## config.mk

```make
export PLATFORM = sky130hd
export DESIGN_NAME = prog_loader
export DESIGN_NICKNAME = d
export VERILOG_FILES = /design/src/rtl/prog_loader.sv
export SDC_FILE = /design/constraint.sdc
export NUM_CORES = 1
export LEC_CHECK = 0
export CAP_MARGIN = 10
export CORE_ASPECT_RATIO = 0.75
export CORE_MARGIN = 3
export CORE_UTILIZATION = 50
export DETAILED_ROUTE_END_ITERATION = 6
export MAX_ROUTING_LAYER = met4
export PLACE_DENSITY = 0.76
export SLEW_MARGIN = 10
export SYNTH_ARGS = -nofsm -noshare
export SYNTH_HDL_FRONTEND = slang
export SYNTH_SLANG_ARGS = --single-unit
```

## constraint.sdc

```tcl
create_clock -name clk -period 4.8 [get_ports clk]
set_input_delay 0.48 -clock clk [delete_from_list [all_inputs] [get_ports clk]]
set_output_delay 0.48 -clock clk [all_outputs]
set_load 0.01 [all_outputs]
```

## src/rtl/prog_loader.sv

```systemverilog
// prog_loader: streams machine-code words into instruction RAM while holding
// the core in reset. It then releases the core and counts run cycles until
// core_done, and reports the cycle count or an overflow/timeout error.
module prog_loader #(
  parameter int D       = 10,
  parameter int W       = 9,
  parameter int RST_CYC = 2,
  parameter int MAXCYC  = 65535
) (
  input  logic         clk,
  input  logic         reset,
  input  logic         in_valid,
  output logic         in_ready,
  input  logic [W-1:0] in_data,
  input  logic         in_last,
  input  logic         start,
  output logic         core_reset,
  input  logic         core_done,
  output logic         ram_we,
  output logic [D-1:0] ram_addr,
  output logic [W-1:0] ram_wdata,
  output logic [D:0]   prog_len,
  output logic [15:0]  cycles,
  output logic         busy,
  output logic         fin,
  output logic [1:0]   err
);

  localparam int         RW   = $clog2(RST_CYC + 1);
  localparam logic [D:0] CAP  = {1'b1, {D{1'b0}}};
  localparam logic [15:0] MAXC = 16'(MAXCYC);

  typedef enum logic [2:0] {
    S_IDLE,
    S_LOAD,
    S_RUN,
    S_DONE,
    S_ERR
  } state_t;

  state_t          state_q, state_d;
  logic [D-1:0]    addr_q;
  logic [RW-1:0]   rst_cnt_q;
  logic [15:0]     cnt_q;

  logic            counting;
  logic            wr;
  logic            ovf;
  logic            run_done;
  logic            run_tmo;
  logic            go;
  logic            enter_run;

  // The core only runs once the post-entry reset hold has expired.
  assign counting   = (state_q == S_RUN) && (rst_cnt_q == '0);
  assign core_reset = ~counting;
  assign in_ready   = (state_q == S_LOAD);
  assign busy       = (state_q == S_LOAD) || (state_q == S_RUN);
  assign fin        = (state_q == S_DONE);
  assign enter_run  = (state_d == S_RUN) && (state_q != S_RUN);

  // State register.
  always_ff @(posedge clk or negedge reset) begin
    if (!reset) state_q <= S_IDLE;
    else        state_q <= state_d;
  end

  // Next-state logic and per-cycle control strobes.
  always_comb begin
    state_d  = state_q;
    wr       = 1'b0;
    ovf      = 1'b0;
    run_done = 1'b0;
    run_tmo  = 1'b0;
    go       = 1'b0;
    case (state_q)
      S_IDLE: state_d = S_LOAD;
      S_LOAD: begin
        if (in_valid) begin
          // A full RAM rejects the word rather than wrapping the address.
          if (prog_len == CAP) begin
            ovf     = 1'b1;
            state_d = S_ERR;
          end else begin
            wr = 1'b1;
            if (in_last) state_d = S_RUN;
          end
        end
      end
      S_RUN: begin
        // Done is checked before the limit so a simultaneous finish is not an error.
        if (counting) begin
          if (core_done) begin
            run_done = 1'b1;
            state_d  = S_DONE;
          end else if (cnt_q == MAXC) begin
            run_tmo = 1'b1;
            state_d = S_ERR;
          end
        end
      end
      S_DONE, S_ERR: begin
        if (start && (prog_len != '0)) begin
          go      = 1'b1;
          state_d = S_RUN;
        end
      end
      default: state_d = S_IDLE;
    endcase
  end

  // Write port, load bookkeeping, run counters and result registers.
  always_ff @(posedge clk or negedge reset) begin
    if (!reset) begin
      ram_we    <= 1'b0;
      ram_addr  <= '0;
      ram_wdata <= '0;
      addr_q    <= '0;
      prog_len  <= '0;
      rst_cnt_q <= '0;
      cnt_q     <= '0;
      cycles    <= '0;
      err       <= 2'b00;
    end else begin
      ram_we <= wr;
      if (state_q == S_IDLE) begin
        addr_q   <= '0;
        prog_len <= '0;
      end
      if (wr) begin
        ram_addr  <= addr_q;
        ram_wdata <= in_data;
        addr_q    <= addr_q + 1'b1;
        prog_len  <= prog_len + 1'b1;
      end
      if (ovf) err <= 2'b01;
      if (enter_run) begin
        rst_cnt_q <= RW'(RST_CYC);
        cnt_q     <= '0;
        cycles    <= '0;
        err       <= 2'b00;
      end else if (state_q == S_RUN) begin
        if (rst_cnt_q != '0) begin
          rst_cnt_q <= rst_cnt_q - 1'b1;
        end else if (run_done) begin
          cycles <= cnt_q;
        end else if (run_tmo) begin
          cycles <= MAXC;
          err    <= 2'b10;
        end else begin
          cnt_q <= cnt_q + 16'd1;
        end
      end
    end
  end

endmodule

```

---- Word level (Yosys, flattened, before mapping) ----
Index checks and enable logic that the tools add are counted.
storage, ports and cells
  output and inout bits ................... 53
  register bits after elaboration ......... 80
  input port bits ......................... 15
cells by class
  reductions and logical operators ........ 16
  add/subtract/negate cells ............... 4
  multiplexer cells ....................... 44
  bitwise operators ....................... 1
  eq/ne operators ......................... 11
operators with widths
  kind                                                    number
  2-to-1 mux 16 bit                                       10
  2-to-1 mux 11 bit                                       2
  2-to-1 mux 3 bit                                        7
  2-to-1 mux 10 bit                                       2
  2-to-1 mux 2 bit                                        9
  adder 16 x 1 -> 16 bit (second input constant)          1
  == test 16 bit (second input constant)                  1
  2-to-1 mux 1 bit                                        13
  one-hot mux 3 bit (4 select lines)                      1
  adder 11 x 1 -> 11 bit (second input constant)          1
  == test 11 bit (second input constant)                  1
  nonzero test 11 bit                                     1
  adder 10 x 1 -> 10 bit (second input constant)          1
  == test 3 x 2 -> 1 bit (second input constant)          3
  nonzero test 2 bit                                      4
  inequality test 2 x 1 -> 1 bit (second input constant)  2
  AND reduction 4 bit                                     1
  == test 3 x 1 -> 1 bit (second input constant)          1
  == test 3 bit (second input constant)                   1
  logical AND 1 bit                                       3
  zero test 3 bit                                         1
  inequality test 3 x 2 -> 1 bit (second input constant)  1
  AND reduction 3 bit                                     1
  nonzero test 3 bit                                      1
  other kinds (7)                                         7

---- Longest topological paths before layout ----
  depth after elaboration ................. 10
  gate-level depth with buffers ........... 9

---- Worst setup path before layout ----
Ideal clock, no wire load.
  path type ............................... register -> register
  from .................................... register prog_len[0]
  to ...................................... register cycles[2]
  stages on the path, launching flop included .. 10
  path slack .............................. 2306 ps
  arrival ................................. 2407 ps
  required time ........................... 4713 ps
  path buffers ............................ 2
  clock period less this slack ............ 2494 ps
  cell sequence ........................... dfrtp_1 -> inv_1 -> ha_1 -> or4b_4 -> or4_4 -> and3_1 -> o31a_1 -> buf_6 -> buf_6 -> a211oi_2
on the way
  word-level cells in the longest chain between the ends .. 8
  elaborated cells on any way between the ends .. 14
ends and longest elaborated chain
  what                                                     line     text
  start, declared                                          22       output logic [D:0] prog_len,
  start signal, assigned                                   134      prog_len <= prog_len + 1'b1;
  == test 11 bit or nonzero test 11 bit (tied branches)    81, 103
  2-to-1 mux 3 bit or logical AND 1 bit (tied branches)    81, 103
  2-to-1 mux 3 bit (on tied branches)                      79, 103
  one-hot mux 3 bit (4 select lines) *                     76       case (state_q)
  == test 3 x 2 -> 1 bit *                                 60       assign enter_run = (state_d == S_RUN) && (state_q != S_RUN);
  logical AND 1 bit *                                      60
  inequality test 2 bit (no line) (tied with other cells)  n/a
  AND reduction 3 bit (no line)                            n/a
  end signal, assigned                                     146      cycles <= cnt_q;
  end, declared                                            23       output logic [15:0] cycles,
Mark *: on every way between the ends. The rest lies on a longest branch, timed or not.
A chain may end at the register's enable or synchronous reset.

---- Worst setup path in the final report ----
  from .................................... register rst_cnt_q[0]
  to ...................................... register cycles[4]
on the way
  word-level cells in the longest chain between the ends .. 8
  elaborated cells on any way between the ends .. 19
ends and longest elaborated chain
  what                                                                    line     text
  start, declared                                                         43       logic [RW-1:0] rst_cnt_q;
  start signal, assigned                                                  138      rst_cnt_q <= RW'(RST_CYC);
  start signal, assigned                                                  144      rst_cnt_q <= rst_cnt_q - 1'b1;
  zero test 2 bit                                                         55       assign counting = (state_q == S_RUN) && (rst_cnt_q == '0);
  logical AND 1 bit                                                       55
  2-to-1 mux 3 bit or 2-to-1 mux 1 bit (tied branches)                    92       if (counting) begin
  one-hot mux 3 bit (4 select lines) or 2-to-1 mux 1 bit (tied branches)  76
  == test 3 x 2 -> 1 bit or 2-to-1 mux 16 bit (tied branches)             60, 145
  logical AND 1 bit or 2-to-1 mux 16 bit (tied branches)                  60, 143
  inequality test 2 bit (no line) (tied with other cells)                 n/a
  AND reduction 3 bit (no line) or 2-to-1 mux 16 bit (tied branches)      n/a
Several ways; a longest one is shown, not always the timed one. The select of a mux whose other input is x is not followed.

==> key figures <==
Status
  • Status: completed

Pwr
  • Switching Fraction: 32.1%
  • Power Total: 1.92 mW
  • Sequential power share: 43.6%
  • Pwr Density: 397 mW/mm²
  • Lkg Pwr: 2.20 nW
  • Clk network pwr share: 25.6%
  • Logic pwr share: 30.8%
  • Int Power: 1.30 mW
  • Worst vdd ir: 301 µV
  • P_sw: 616 µW

Final layout
  • Layout cells sized above 1: 7.74%
  • Nets: 495
  • Area Growth Syn to Fin: 22.7%
  • Multi-input gate area: 0.00178 mm²
  • Number of fill cells: 626
  • Inserted Diodes: 0
  • Area occupied by registers: 0.00200 mm²

Floorplan
  • Die X-Extent: 109 µm
  • Full die area: 0.00900 mm²
  • Core ar.: 0.00750 mm²
  • Ports: 68
  • Initial core utilization: 52.6%
  • Die Span Y: 82.9 µm
  • Row count: 27

Placed design
  • Port bufs: 67
  • DP HPWL: 6090 µm
  • Routability congestion estimate: 0.851
  • Pre-CTS setup slack: 1.81 ns

Global routing
  • Final global-route overflow total: 0
  • Global-route wire length before repair: 15300 µm
  • Vias in the first global route: 3168
  • Total GRT Usage: 21.6%
  • Largest net degree at the start of global routing: 81
  • Initial antenna violation count: 0

Timing
  • Final setup viols: 0
  • Final slew viol count: 0
  • Final hold vios: 0
  • Setup ws final: 1.80 ns
  • Fmax: 333 MHz
  • Slew @ Worst Pin: 1.17 ns
  • Slew margin rel.: 22.0%
  • Post-layout min period: 3.00 ns
  • Setup TNS: 0 ns
  • Clk_skew: 0.0119 ns
  • RSZ-0062 raised after global routing: no
  • Period utilization: 62.5%

Yosys
  • Top_reg_cell synth: dfrtp_1
  • Post-synth EDFFs: 0
  • Dominant cell type by area after synthesis: dfrtp_1
  • Sequential area share after synthesis: 50.8%
  • Top-area cell type share of the netlist area: 50.8%
  • Average size of a mapped cell: 9.45 µm²
  • Async SR Flop Fraction: 100%
  • Area contributors post-synth: dfrtp_1 (51%), nand2_1 (8.3%), nor2_1 (4.6%)
  • Seq cells post-synth: 80
  • Synthesized area: 0.00394 mm²
  • Most common cell in the netlist: nand2_1
  • Syn Nets: 438
  • Yosys warning count: 0
  • Top cells by count, synth: nand2_1 (87), dfrtp_1 (80), nor2_1 (48)
  • Post-Synthesis Cells: 417
  • Yosys cell types: 52

Drt
  • Routed wire length: 8830 µm
  • Via density: 5.63
  • Via count: 3259
  • Wire per inst: 15.3 µm
  • Initial DRT Pass Iterations: 4
  • Drt drc: 0
  • Post-route ant nets: 0
  • DRT iter0 DRCs: 258

Clock network
  • Hold Buf Count CTS: 0
  • Deepest clock path buffer count: 2
  • CTS resizes: 0
  • Worst-Skew Late Latency: 0.34 ns
  • CTS Root Cell: clkbuf_8
  • Clk sink count: 80
  • Postcts setup bufs: 0
  • CTS tree: done
  • H-tree depth: 3
  • Worst-path clk slew: 0.08 ns
  • Num CTS Buffers: 9

Setup path
  • CP Launch Type: flip-flop
  • Req. time, crit path: 5.06 ns
  • Worst Setup Path Type: reg2reg
  • WP data arrival: 3.26 ns
  • CP endpoint kind: flip-flop
  • Crit path max fanout: 30

Min path
  • Hold/Removal Path Class: in2async

Run
  • Max cap viols: 0
==> power by group through the flow <==
stage          registers (mW)  clock network (mW)  logic, mW
5_1_grt                 0.850               0.533      0.650
2_1_floorplan           0.857                   0      0.338
3_3_place_gp            0.842                   0      0.579
3_5_place_dp            0.845                   0      0.597
4_1_cts                 0.837               0.504      0.598
6_report                0.837               0.492      0.592
==> layout by cell type, fill, tap and decap left out, types with 10 or more instances in the layout <==
master | Yosys | routed
nand2_1 | 87 | 87
dfrtp_1 | 80 | 80
clkdlybuf4s50_1 | 0 | 66
nor2_1 | 48 | 48
a21oi_1 | 15 | 15
xnor2_1 | 14 | 14
a211oi_2 | 13 | 13
and3_1 | 12 | 12
o21ai_0 | 12 | 12
inv_1 | 11 | 11
nand3_1 | 11 | 11
clkbuf_8 | 0 | 10
==> per-layer routing <==
metal / vias to the layer above / GRT usage (%) / share of wire, %
met5: - / - / 0
met4: 0 / 5.73 / 1.1
met3: 12 / 5.91 / 6.8
met2: 101 / 29.9 / 43
met1: 1578 / 31.3 / 49
li1: 1568 / - / -
==> area by class of cell <==
| class | count | area share, % |
|---|---|---|
| flip-flops and latches | 80 | 41.4 |
| well taps | 101 | 2.61 |
| inverters | 12 | 0.931 |
| clock inverters | 5 | 1.19 |
| clock buffers | 10 | 2.85 |
| repair buffers | 70 | 14.3 |
| multi-input cells | 301 | 36.8 |
==> through the flow <==
step	utilization (%)	hold slack (ns)	area, µm²	instances
detailed placement	61.9	0.463	4640	564
finish	64.5	0.290	4840	579
CTS	64.5	0.331	4840	579
global route	64.5	0.355	4840	579
floorplan	-	0.184	3940	417
global placement	61.9	0.461	4640	564
==> cells by family after synthesis <==
group / synth area share [%]
simple gates: 23.1
compound gates: 16.0
flops: 50.8
buf+inv: 4.09
xor+xnor: 3.33
fa+ha+maj: 1.90
mux: 0.762
==> critical path, cell delays in order (launching register included) <==
cell      delay [ns]
dfrtp_1         0.38
inv_1           0.10
ha_1            0.25
nor4bb_1        0.67
and3_1          0.24
a41o_1          0.87
nor2_1          0.13
a211oi_2        0.25
==> sequential cells by signal, indices dropped and copies added (netlist names) <==
signal,count
ram_addr,10
ram_wdata,9
cnt_q,16
rst_cnt_q,2
addr_q,10
cycles,16
ram_we,1
err,2
prog_len,11
state_q,3
==> final timing paths <==
check                      cells past startpoint                startpoint                       end  slack (ns)
setup / recovery                               7  rst_cnt_q[0]$_DFFE_PN0P_     cycles[4]$_DFFE_PN0P_        1.80
min in group clk                               2  ram_wdata[8]$_DFFE_PN0P_  ram_wdata[8]$_DFFE_PN0P_        0.48
hold reg to reg                                2  ram_wdata[8]$_DFFE_PN0P_  ram_wdata[8]$_DFFE_PN0P_        0.48
max in group asynchronous                      1                     reset   ram_addr[3]$_DFFE_PN0P_        3.88
hold / removal                                 1                     reset     cnt_q[12]$_DFFE_PN0P_        0.29
setup reg to reg                               7  rst_cnt_q[0]$_DFFE_PN0P_     cycles[4]$_DFFE_PN0P_        1.80
Note: power is estimated with default switching activity, not from simulation.
